### config.mk
export PLATFORM = sky130hd
export DESIGN_NAME = regfile_bypass_sb_flat
export DESIGN_NICKNAME = d
export VERILOG_FILES = /design/src/rtl/regfile_bypass_sb_pkg.sv /design/src/rtl/regfile_bypass_sb_if.sv /design/src/rtl/regfile_bypass_sb_scoreboard.sv /design/src/rtl/regfile_bypass_sb.sv /design/src/flat_wrapper.sv
export SDC_FILE = /design/constraint.sdc
export NUM_CORES = 2
export LEC_CHECK = 0
export CAP_MARGIN = 10
export CORE_ASPECT_RATIO = 0.8
export CORE_MARGIN = 2
export CORE_UTILIZATION = 57
export CTS_BUF_LIST = sky130_fd_sc_hd__clkbuf_8 sky130_fd_sc_hd__clkbuf_16
export DETAILED_ROUTE_END_ITERATION = 7
export HOLD_SLACK_MARGIN = 0.12
export PLACE_DENSITY = 0.8
export SETUP_SLACK_MARGIN = 0.02
export SLEW_MARGIN = 15
export SYNTH_ARGS = -nofsm -noshare
export SYNTH_HDL_FRONTEND = slang
export SYNTH_SLANG_ARGS = --single-unit
### constraint.sdc
create_clock -name clk -period 36 [get_ports clk]
set_input_delay 7.2 -clock clk [delete_from_list [all_inputs] [get_ports clk]]
set_output_delay 7.2 -clock clk [all_outputs]
set_load 0.005 [all_outputs]
### src/rtl/regfile_bypass_sb_pkg.sv
// rtl/regfile_bypass_sb_pkg.sv - shared defaults and constants for the integer register file
package regfile_bypass_sb_pkg;

    localparam int DEF_XLEN   = 32;
    localparam int DEF_NREGS  = 32;
    localparam int DEF_AW     = 5;
    localparam int DEF_NUM_RD = 2;
    localparam int DEF_BYPASS = 1;
    localparam int REG_ZERO   = 0;

endpackage

### src/rtl/regfile_bypass_sb_if.sv
// rtl/regfile_bypass_sb_if.sv - read, write, issue and conflict signals of the register file
interface regfile_bypass_sb_if #(
    parameter int XLEN   = 32,
    parameter int AW     = 5,
    parameter int NUM_RD = 2
);
    logic [NUM_RD*AW-1:0]   rd_addr;
    logic [NUM_RD*XLEN-1:0] rd_data;
    logic [NUM_RD-1:0]      rd_busy;
    logic                   wr0_en;
    logic [AW-1:0]          wr0_addr;
    logic [XLEN-1:0]        wr0_data;
    logic                   wr1_en;
    logic [AW-1:0]          wr1_addr;
    logic [XLEN-1:0]        wr1_data;
    logic                   iss_en;
    logic [AW-1:0]          iss_addr;
    logic                   wr_conflict;

    modport master (
        output rd_addr, wr0_en, wr0_addr, wr0_data, wr1_en, wr1_addr, wr1_data, iss_en, iss_addr,
        input  rd_data, rd_busy, wr_conflict
    );

    modport slave (
        input  rd_addr, wr0_en, wr0_addr, wr0_data, wr1_en, wr1_addr, wr1_data, iss_en, iss_addr,
        output rd_data, rd_busy, wr_conflict
    );
endinterface

### src/rtl/regfile_bypass_sb_scoreboard.sv
// rtl/regfile_bypass_sb_scoreboard.sv - one busy bit per register with NUM_RD lookups
// Callers pass enables already qualified against x0 and reset.
module regfile_scoreboard #(
    parameter int NREGS  = 32,
    parameter int AW     = 5,
    parameter int NUM_RD = 2
) (
    input  logic                 clk,
    input  logic                 reset,
    input  logic                 i_set_en,
    input  logic [AW-1:0]        i_set_addr,
    input  logic                 i_clr0_en,
    input  logic [AW-1:0]        i_clr0_addr,
    input  logic                 i_clr1_en,
    input  logic [AW-1:0]        i_clr1_addr,
    input  logic [NUM_RD*AW-1:0] i_rd_addr,
    output logic [NUM_RD-1:0]    o_busy
);
    logic [NREGS-1:0] r_busy;
    logic [NREGS-1:0] w_busy_next;

    // Set is applied last so a new producer supersedes a retiring one.
    always_comb begin
        w_busy_next = r_busy;
        if (i_clr0_en) w_busy_next[i_clr0_addr] = 1'b0;
        if (i_clr1_en) w_busy_next[i_clr1_addr] = 1'b0;
        if (i_set_en)  w_busy_next[i_set_addr]  = 1'b1;
        w_busy_next[0] = 1'b0;
    end

    always_ff @(posedge clk or posedge reset) begin
        if (reset) r_busy <= '0;
        else       r_busy <= w_busy_next;
    end

    always_comb begin
        o_busy = '0;
        for (int k = 0; k < NUM_RD; k++) o_busy[k] = r_busy[i_rd_addr[k*AW +: AW]];
    end
endmodule

### src/rtl/regfile_bypass_sb.sv
// rtl/regfile_bypass_sb.sv - parametrised register file with write bypass and busy scoreboard
// Holds the storage array, write arbitration (load return wins), read muxes and conflict flag.
module regfile_bypass_sb
    import regfile_bypass_sb_pkg::*;
#(
    parameter int XLEN   = DEF_XLEN,
    parameter int NREGS  = DEF_NREGS,
    parameter int AW     = DEF_AW,
    parameter int NUM_RD = DEF_NUM_RD,
    parameter int BYPASS = DEF_BYPASS
) (
    input  logic              clk,
    input  logic              reset,
    regfile_bypass_sb_if.slave bus
);
    if (NREGS != (1 << AW)) begin : g_bad_size
        $error("regfile_bypass_sb: NREGS must equal 2**AW");
    end

    logic [XLEN-1:0]   r_regs [NREGS];
    logic              r_conflict;
    logic              w_wr0_ok;
    logic              w_wr1_ok;
    logic              w_iss_ok;
    logic [AW-1:0]     w_ra [NUM_RD];
    logic [NUM_RD-1:0] w_fwd;
    logic [NUM_RD-1:0] w_sb_busy;

    assign w_wr0_ok = bus.wr0_en && (bus.wr0_addr != AW'(REG_ZERO)) && !reset;
    assign w_wr1_ok = bus.wr1_en && (bus.wr1_addr != AW'(REG_ZERO)) && !reset;
    assign w_iss_ok = bus.iss_en && (bus.iss_addr != AW'(REG_ZERO)) && !reset;

    // wr1 is written second so the load return wins an address collision.
    always_ff @(posedge clk or posedge reset) begin
        if (reset) begin
            for (int i = 0; i < NREGS; i++) r_regs[i] <= '0;
            r_conflict <= 1'b0;
        end else begin
            if (w_wr0_ok) r_regs[bus.wr0_addr] <= bus.wr0_data;
            if (w_wr1_ok) r_regs[bus.wr1_addr] <= bus.wr1_data;
            r_conflict <= w_wr0_ok && w_wr1_ok && (bus.wr0_addr == bus.wr1_addr);
        end
    end

    always_comb begin
        for (int k = 0; k < NUM_RD; k++) w_ra[k] = bus.rd_addr[k*AW +: AW];
    end

    always_comb begin
        bus.rd_data = '0;
        w_fwd       = '0;
        for (int k = 0; k < NUM_RD; k++) begin
            w_fwd[k] = (BYPASS != 0) && w_ra[k] != AW'(REG_ZERO) &&
                       ((w_wr1_ok && bus.wr1_addr == w_ra[k]) || (w_wr0_ok && bus.wr0_addr == w_ra[k]));
            if (w_ra[k] == AW'(REG_ZERO))
                bus.rd_data[k*XLEN +: XLEN] = '0;
            else if (BYPASS != 0 && w_wr1_ok && bus.wr1_addr == w_ra[k])
                bus.rd_data[k*XLEN +: XLEN] = bus.wr1_data;
            else if (BYPASS != 0 && w_wr0_ok && bus.wr0_addr == w_ra[k])
                bus.rd_data[k*XLEN +: XLEN] = bus.wr0_data;
            else
                bus.rd_data[k*XLEN +: XLEN] = r_regs[w_ra[k]];
        end
    end

    regfile_scoreboard #(
        .NREGS  (NREGS),
        .AW     (AW),
        .NUM_RD (NUM_RD)
    ) u_scoreboard (
        .clk         (clk),
        .reset       (reset),
        .i_set_en    (w_iss_ok),
        .i_set_addr  (bus.iss_addr),
        .i_clr0_en   (w_wr0_ok),
        .i_clr0_addr (bus.wr0_addr),
        .i_clr1_en   (w_wr1_ok),
        .i_clr1_addr (bus.wr1_addr),
        .i_rd_addr   (bus.rd_addr),
        .o_busy      (w_sb_busy)
    );

    // A value being forwarded this cycle is already available, so it is not reported busy.
    assign bus.rd_busy     = w_sb_busy & ~w_fwd;
    assign bus.wr_conflict = r_conflict;
endmodule
### src/flat_wrapper.sv
// flat-port wrapper written by rule: the top's interface ports become plain ports
module regfile_bypass_sb_flat import regfile_bypass_sb_pkg::*;
#(
    parameter int XLEN   = DEF_XLEN,
    parameter int NREGS  = DEF_NREGS,
    parameter int AW     = DEF_AW,
    parameter int NUM_RD = DEF_NUM_RD,
    parameter int BYPASS = DEF_BYPASS
)
  (clk, reset, bus_rd_addr, bus_wr0_en, bus_wr0_addr, bus_wr0_data, bus_wr1_en, bus_wr1_addr, bus_wr1_data, bus_iss_en, bus_iss_addr, bus_rd_data, bus_rd_busy, bus_wr_conflict);
  regfile_bypass_sb_if #(.XLEN(XLEN), .AW(AW), .NUM_RD(NUM_RD)) bus_i ();
  input  logic clk;
  input  logic reset;
  input wire logic [$bits(bus_i.rd_addr)-1:0] bus_rd_addr;
  input wire logic [$bits(bus_i.wr0_en)-1:0] bus_wr0_en;
  input wire logic [$bits(bus_i.wr0_addr)-1:0] bus_wr0_addr;
  input wire logic [$bits(bus_i.wr0_data)-1:0] bus_wr0_data;
  input wire logic [$bits(bus_i.wr1_en)-1:0] bus_wr1_en;
  input wire logic [$bits(bus_i.wr1_addr)-1:0] bus_wr1_addr;
  input wire logic [$bits(bus_i.wr1_data)-1:0] bus_wr1_data;
  input wire logic [$bits(bus_i.iss_en)-1:0] bus_iss_en;
  input wire logic [$bits(bus_i.iss_addr)-1:0] bus_iss_addr;
  output wire logic [$bits(bus_i.rd_data)-1:0] bus_rd_data;
  output wire logic [$bits(bus_i.rd_busy)-1:0] bus_rd_busy;
  output wire logic [$bits(bus_i.wr_conflict)-1:0] bus_wr_conflict;
  assign bus_i.rd_addr = bus_rd_addr;
  assign bus_i.wr0_en = bus_wr0_en;
  assign bus_i.wr0_addr = bus_wr0_addr;
  assign bus_i.wr0_data = bus_wr0_data;
  assign bus_i.wr1_en = bus_wr1_en;
  assign bus_i.wr1_addr = bus_wr1_addr;
  assign bus_i.wr1_data = bus_wr1_data;
  assign bus_i.iss_en = bus_iss_en;
  assign bus_i.iss_addr = bus_iss_addr;
  assign bus_rd_data = bus_i.rd_data;
  assign bus_rd_busy = bus_i.rd_busy;
  assign bus_wr_conflict = bus_i.wr_conflict;
  regfile_bypass_sb #(.XLEN(XLEN), .NREGS(NREGS), .AW(AW), .NUM_RD(NUM_RD), .BYPASS(BYPASS)) u_core (.clk(clk), .reset(reset), .bus(bus_i));
endmodule
# == After elaboration in Yosys (flattened, before gate mapping) ==
# Cells that the tools add are included.
# classes
div,0
n_bitwise,11
multipliers,0
n_eq_ne,5
magnitude_cmp,14
shift,0
n_reduce_logical,29
mux,33
add_sub_neg,0
# ops
cell,count
bitwise mux 1024 bit,2
2-to-1 mux 1024 bit,2
2-to-1 mux 32 bit,15
binary-select mux 32 bit (select 5 bit),2
demux 32 bit (select 5 bit),2
bitwise AND 32 bit,2
NOT 32 bit,2
bitwise OR 32 bit,1
"< comparator 5 x 6 -> 1 bit, second input constant",5
== test 5 bit,5
nonzero test 5 bit,5
"greater-or-equal comparator 6 bit, second input constant",4
NOT 5 -> 6 bit,4
logical AND 1 bit,19
demux 1 bit (select 5 bit),3
"greater-or-equal comparator 5 x 1 -> 1 bit, second input constant",3
"< comparator 6 x 1 -> 1 bit, second input constant",2
binary-select mux 1 bit (select 5 bit),2
zero test 5 bit,2
2-to-1 mux 1 bit,5
bitwise AND 2 bit,1
logical OR 1 bit,2
NOT 2 bit,1
zero test 1 bit,1
# word_totals
mem_bits_ro,0
elab_cells,126
latch_bits,0
reg_bits,1056
mem_count,0
ram_bits,0
out_inout_bits,67

# == Longest topological paths before layout ==
# depth
depth_word,11
ltp_mapped,11
mapped_depth_nobuf,6

# == By module ==
# From an unflattened synthesis, not the netlist that was laid out.
# unflattened
hier_cells,6626
area_unflattened_um2,67125.6
# by_module_without_submodules
mod,area_per_inst_um2,cells_per_inst,instances
regfile_bypass_sb,64874.7,6384,1
regfile_scoreboard,2250.9,242,1

# == Worst setup path before layout ==
# No wires, ideal clock.
# synth_path
path_type,in2reg
from,input reset
to,register u_core.u_scoreboard.r_busy[21]
setup_time_ns,0.069
stages,5
path_buffers,1
t_arrival_ns,31.648
path_slack_ns,4.283
path_cell_list,buf_2 -> inv_1 -> nand3_1 -> nor2_1 -> a22o_1
# synth_via
elab_chain_cells,7
elab_cells_between_ends,9
cone_classes,mux: 3; bitwise: 2; reduce/logical: 4
# synth_rtl
item,line,source
start: declaration,flat_wrapper.sv:13,input logic reset;
zero test 1 bit *,"regfile_bypass_sb.sv:29, regfile_bypass_sb.sv:30, regfile_bypass_sb.sv:31",
logical AND 1 bit,regfile_bypass_sb.sv:29,assign w_wr0_ok = bus.wr0_en && (bus.wr0_addr != AW'(REG_ZERO)) && !reset;
2-to-1 mux 32 bit,regfile_bypass_sb_scoreboard.sv:25,if (i_clr0_en) w_busy_next[i_clr0_addr] = 1'b0;
bitwise AND 32 bit (no source line),-,
2-to-1 mux 32 bit,regfile_bypass_sb_scoreboard.sv:26,if (i_clr1_en) w_busy_next[i_clr1_addr] = 1'b0;
bitwise OR 32 bit (no source line),-,
2-to-1 mux 32 bit *,regfile_bypass_sb_scoreboard.sv:27,if (i_set_en) w_busy_next[i_set_addr] = 1'b1;
named net u_core.u_scoreboard.w_busy_next[21],regfile_bypass_sb_scoreboard.sv:20,logic [NREGS-1:0] w_busy_next;
end signal: assignment,regfile_bypass_sb_scoreboard.sv:33,else r_busy <= w_busy_next;
end: declaration,regfile_bypass_sb_scoreboard.sv:19,logic [NREGS-1:0] r_busy;
# The timed path passes the listed nets; every way through them passes the cells marked *.

# == Worst setup path in the final report ==
# layout_path
from,input bus_rd_addr[6]
to,output bus_rd_data[51]
# layout_via
elab_chain_cells,7
elab_cells_between_ends,12
cone_classes,eq/ne: 2; mux: 6; bitwise: 1; reduce/logical: 3
# layout_rtl
item,line,source
start: declaration,flat_wrapper.sv:14,input wire logic [$bits(bus_i.rd_addr)-1:0] bus_rd_addr;
NOT 5 -> 6 bit (not written as such),regfile_bypass_sb.sv:62,bus.rd_data[k*XLEN +: XLEN] = r_regs[w_ra[k]];
binary-select mux 32 bit (select 5 bit),regfile_bypass_sb.sv:62,
2-to-1 mux 32 bit (not written as such) (2 in a row),regfile_bypass_sb.sv:62,
2-to-1 mux 32 bit,regfile_bypass_sb.sv:59,else if (BYPASS != 0 && w_wr0_ok && bus.wr0_addr == w_ra[k])
2-to-1 mux 32 bit,regfile_bypass_sb.sv:57,else if (BYPASS != 0 && w_wr1_ok && bus.wr1_addr == w_ra[k])
2-to-1 mux 32 bit *,regfile_bypass_sb.sv:55,if (w_ra[k] == AW'(REG_ZERO))
end: declaration,flat_wrapper.sv:23,output wire logic [$bits(bus_i.rd_data)-1:0] bus_rd_data;
# Mark *: on every way between the ends. The rest lies on a longest branch, timed or not. The select of a mux whose other input is x is not followed.

==> results.md <==
* Max VDD drop at 39.1 uV
* Die area at 121,000 um^2
* Vias in the first global route at 56,100
* Post-Place Cells at 7,492
* CP Class: in2out
* RSZ-0062 raised after global routing: no
* Synth cell types at 55
* Number of flops mapped to enable cells by yosys at 0
* Yosys top cell area share at 0.392
* Slew Limit Fails at 0
* Psw at 1.26 mW
* Int Power at 2.78 mW
* Crit share post-route at 0.547
* Setup Viol. Count Final at 0
* Critical Path Sink: bus_rd_data[51]
* Clock Skews at 0 ns
* Area Overhead vs Synth at 8.20%
* Crit path max fanout at 56
* Logic pwr share at 0.253
* Final wirelength at 263 mm
* Slew @ Worst Pin at 1.32 ns
* Total power at 4.04 mW
* Via Count at 58,400
* CTS Buffer Depth at 3
* Setup_tns at 0 ns
* Resize count post-CTS at 0
* Register area share after synthesis at 0.392
* Area after DPL at 68,800 um^2
* Power density of the placed cells at 55.3 nW/um^2
* R2R depth at 2
* CTS tree: built
* Post-CTS Hold Fix Bufs at 0
* First-pass DRT Iterations at 8
* Worst Hold Class: reg2reg
* Setup ws final at 16.31 ns
* Arr. time, crit path at 12.49 ns
* Cell count after synthesis at 6,498
* Syn nets at 6,592
* Max cap viols at 0
* Gr ovfl total at 0
* Register share of total power at 0.429
* Worst skew pair latency at 0.74 ns
* Synth Register Bits at 1,056
* Remaining DRCs at 13
* Ys async rst share at 1.00
* Pre-CTS setup slack at 16.68 ns
* Cell area after layout at 72,900 um^2
* Clk network pwr share at 0.318
* Critical Path RT at 28.80 ns
* Most frequent cells in the layout: mux2i_1, dfrtp_1, a21oi_1, nor2_1, mux4_2
* # rows at 112
* CTS clk-pin slew, worst paths at 0.06 ns
* Final Hold Viols at 0
* Critical Path Sink Type: output port
* Worst reg2reg path startpoint: u_core.r_regs[130]$_DFF_PP0_
* Detail Placement HPWL at 135 mm
* Gp weighted congestion at 0.951
* Top cell type by total area after synthesis: dfrtp_1
* Net Sw Frac at 0.312
* Starting DRT DRC Count at 11,500
* Static Leak at 32.9 nW
* Yosys warnings at 0
* Setup Fix Bufs, Post-CTS at 0
* Post-DR wirelength/cell at 34.1 um
* CORE AREA at 117,000 um^2
* Max-slew headroom at 0.122
* Critical R2R Capture: u_core.r_regs[130]$_DFF_PP0_
* Worst R2R Setup Slack at 35.04 ns
* First-pass GRT wire length at 380 mm
* Synth top area cells: dfrtp_1, mux2i_1, mux4_2
* Prevailing post-synth register cell: dfrtp_1
* Initial Utilization at 0.576
* Failing checks: DRC
* Finished Layout Cells at 7,714
* CTS H-tree lvls at 3
* Initial antenna violation count at 13
* Crit. Startpoint: bus_rd_addr[6]
* Layout cells sized above 1 at 0.154
* Vias/cell at 7.57
* Largest net degree at the start of global routing at 164
* GRT Util Overall at 0.426
* Number of CTS-inserted buffers at 113
* Mapped Area at 67,400 um^2
* Setup crit start kind: primary input
* Fmax achieved at 50.8 MHz
* Outcome: complete, but fails checks
* Root Driver: clkbuf_16
* Commonest non-fill, non-tap cell in the layout: mux2i_1
* Die height at 312 um
* Post-route ant nets at 0
* I/O Buffers at 160
* Fin crit period at 19.69 ns
* Number of I/O pins at 161
* Die Width at 388 um
* Sinks on the clock net at 1,056
* Layout net count at 6,162
* Syn avg cell area at 10.4 um^2
[sequential cells by signal (all words and copies together), names as in the netlist]
signal and cells:
u_core.bus.wr_conflict 1, u_core.u_scoreboard.r_busy 31, u_core.r_regs 1024
[power groups by stage]
stage / Clock (mW) / Combinational (mW) / Sequential, mW
2_1_floorplan: 0 / 0.759 / 1.65
3_3_place_gp: 0 / 0.948 / 1.70
3_5_place_dp: 0 / 0.983 / 1.72
4_1_cts: 1.27 / 0.991 / 1.71
5_1_grt: 1.32 / 1.08 / 1.75
6_report: 1.28 / 1.02 / 1.73
[worst max-delay path, stage by stage]
cell             delay [ns]
buf_8                  0.45
buf_4                  0.71
buf_4                  0.88
buf_4                  0.77
mux4_2                 0.59
a211oi_1               0.26
a211oi_1               0.10
o21ai_1                0.54
nand2_1                0.29
clkdlybuf4s50_1        0.54
[cells by family after synthesis]
family / after synthesis / synth area share
multiplexers: 1762 / 0.347
flip-flops: 1056 / 0.392
AO/OA/AOI/OAI: 1454 / 0.119
AND/OR/NAND/NOR: 1354 / 0.0835
buffers and inverters: 847 / 0.0555
XOR/XNOR: 25 / 0.00325
[final cells by class]
cell class / instances / area (um^2)
Antenna cell: 11 / 27.5
Clock buffer: 154 / 3460
Clock inverter: 57 / 599
Fill cell: 8855 / 44100
Inverter: 2 / 11.3
Multi-Input combinational cell: 4595 / 37800
Sequential cell: 1056 / 26400
Tap cell: 1539 / 1930
Timing Repair Buffer: 300 / 2700
[routing by layer]
layer | routed length (um) | share of wire | vias up | track usage
met3 | 48000 | 0.18 | 1703 | 0.222
li1 | - | - | 22700 | -
met2 | 104000 | 0.39 | 6045 | 0.569
met5 | 257 | 0.00098 | - | 0.00316
met4 | 24400 | 0.093 | 18 | 0.304
met1 | 86400 | 0.33 | 28000 | 0.524
[metrics by stage]
stage / utilization / hold slack [ns]
6_report: 0.623 / 0.395
2_1_floorplan: - / 0.441
3_5_place_dp: 0.588 / 0.383
5_1_grt: 0.623 / 0.414
4_1_cts: 0.623 / 0.397
3_3_place_gp: 0.588 / 0.377
[Yosys cell counts, drive strengths merged, types with 6 or more instances]
master,count
a211oi,78
a21o,11
a21oi,886
a22o,9
a22oi,98
a31oi,6
a32o,14
a32oi,23
and2,12
buf,337
clkbuf,508
dfrtp,1056
mux2,46
mux2i,1261
mux4,455
nand2,319
nand2b,8
nand3,12
nor2,870
nor2b,52
nor3,35
nor4,24
o21ai,301
o22ai,25
or4,7
xnor2,18
xor2,7
[how the worst min path moves through the flow]
stage	startpoint	end	slack (ns)	cells past startpoint
2_1_floorplan	u_core.r_regs[1002]$_DFF_PP0_	u_core.r_regs[1002]$_DFF_PP0_	0.44	1
3_3_place_gp	u_core.r_regs[996]$_DFF_PP0_	u_core.r_regs[996]$_DFF_PP0_	0.38	0
3_5_place_dp	u_core.r_regs[1023]$_DFF_PP0_	u_core.r_regs[1023]$_DFF_PP0_	0.38	0
4_1_cts	u_core.r_regs[1023]$_DFF_PP0_	u_core.r_regs[1023]$_DFF_PP0_	0.40	0
5_1_grt	u_core.r_regs[1011]$_DFF_PP0_	u_core.r_regs[1011]$_DFF_PP0_	0.41	0
6_report	u_core.r_regs[1023]$_DFF_PP0_	u_core.r_regs[1023]$_DFF_PP0_	0.40	0
Note: power is estimated with default switching activity, not from simulation.
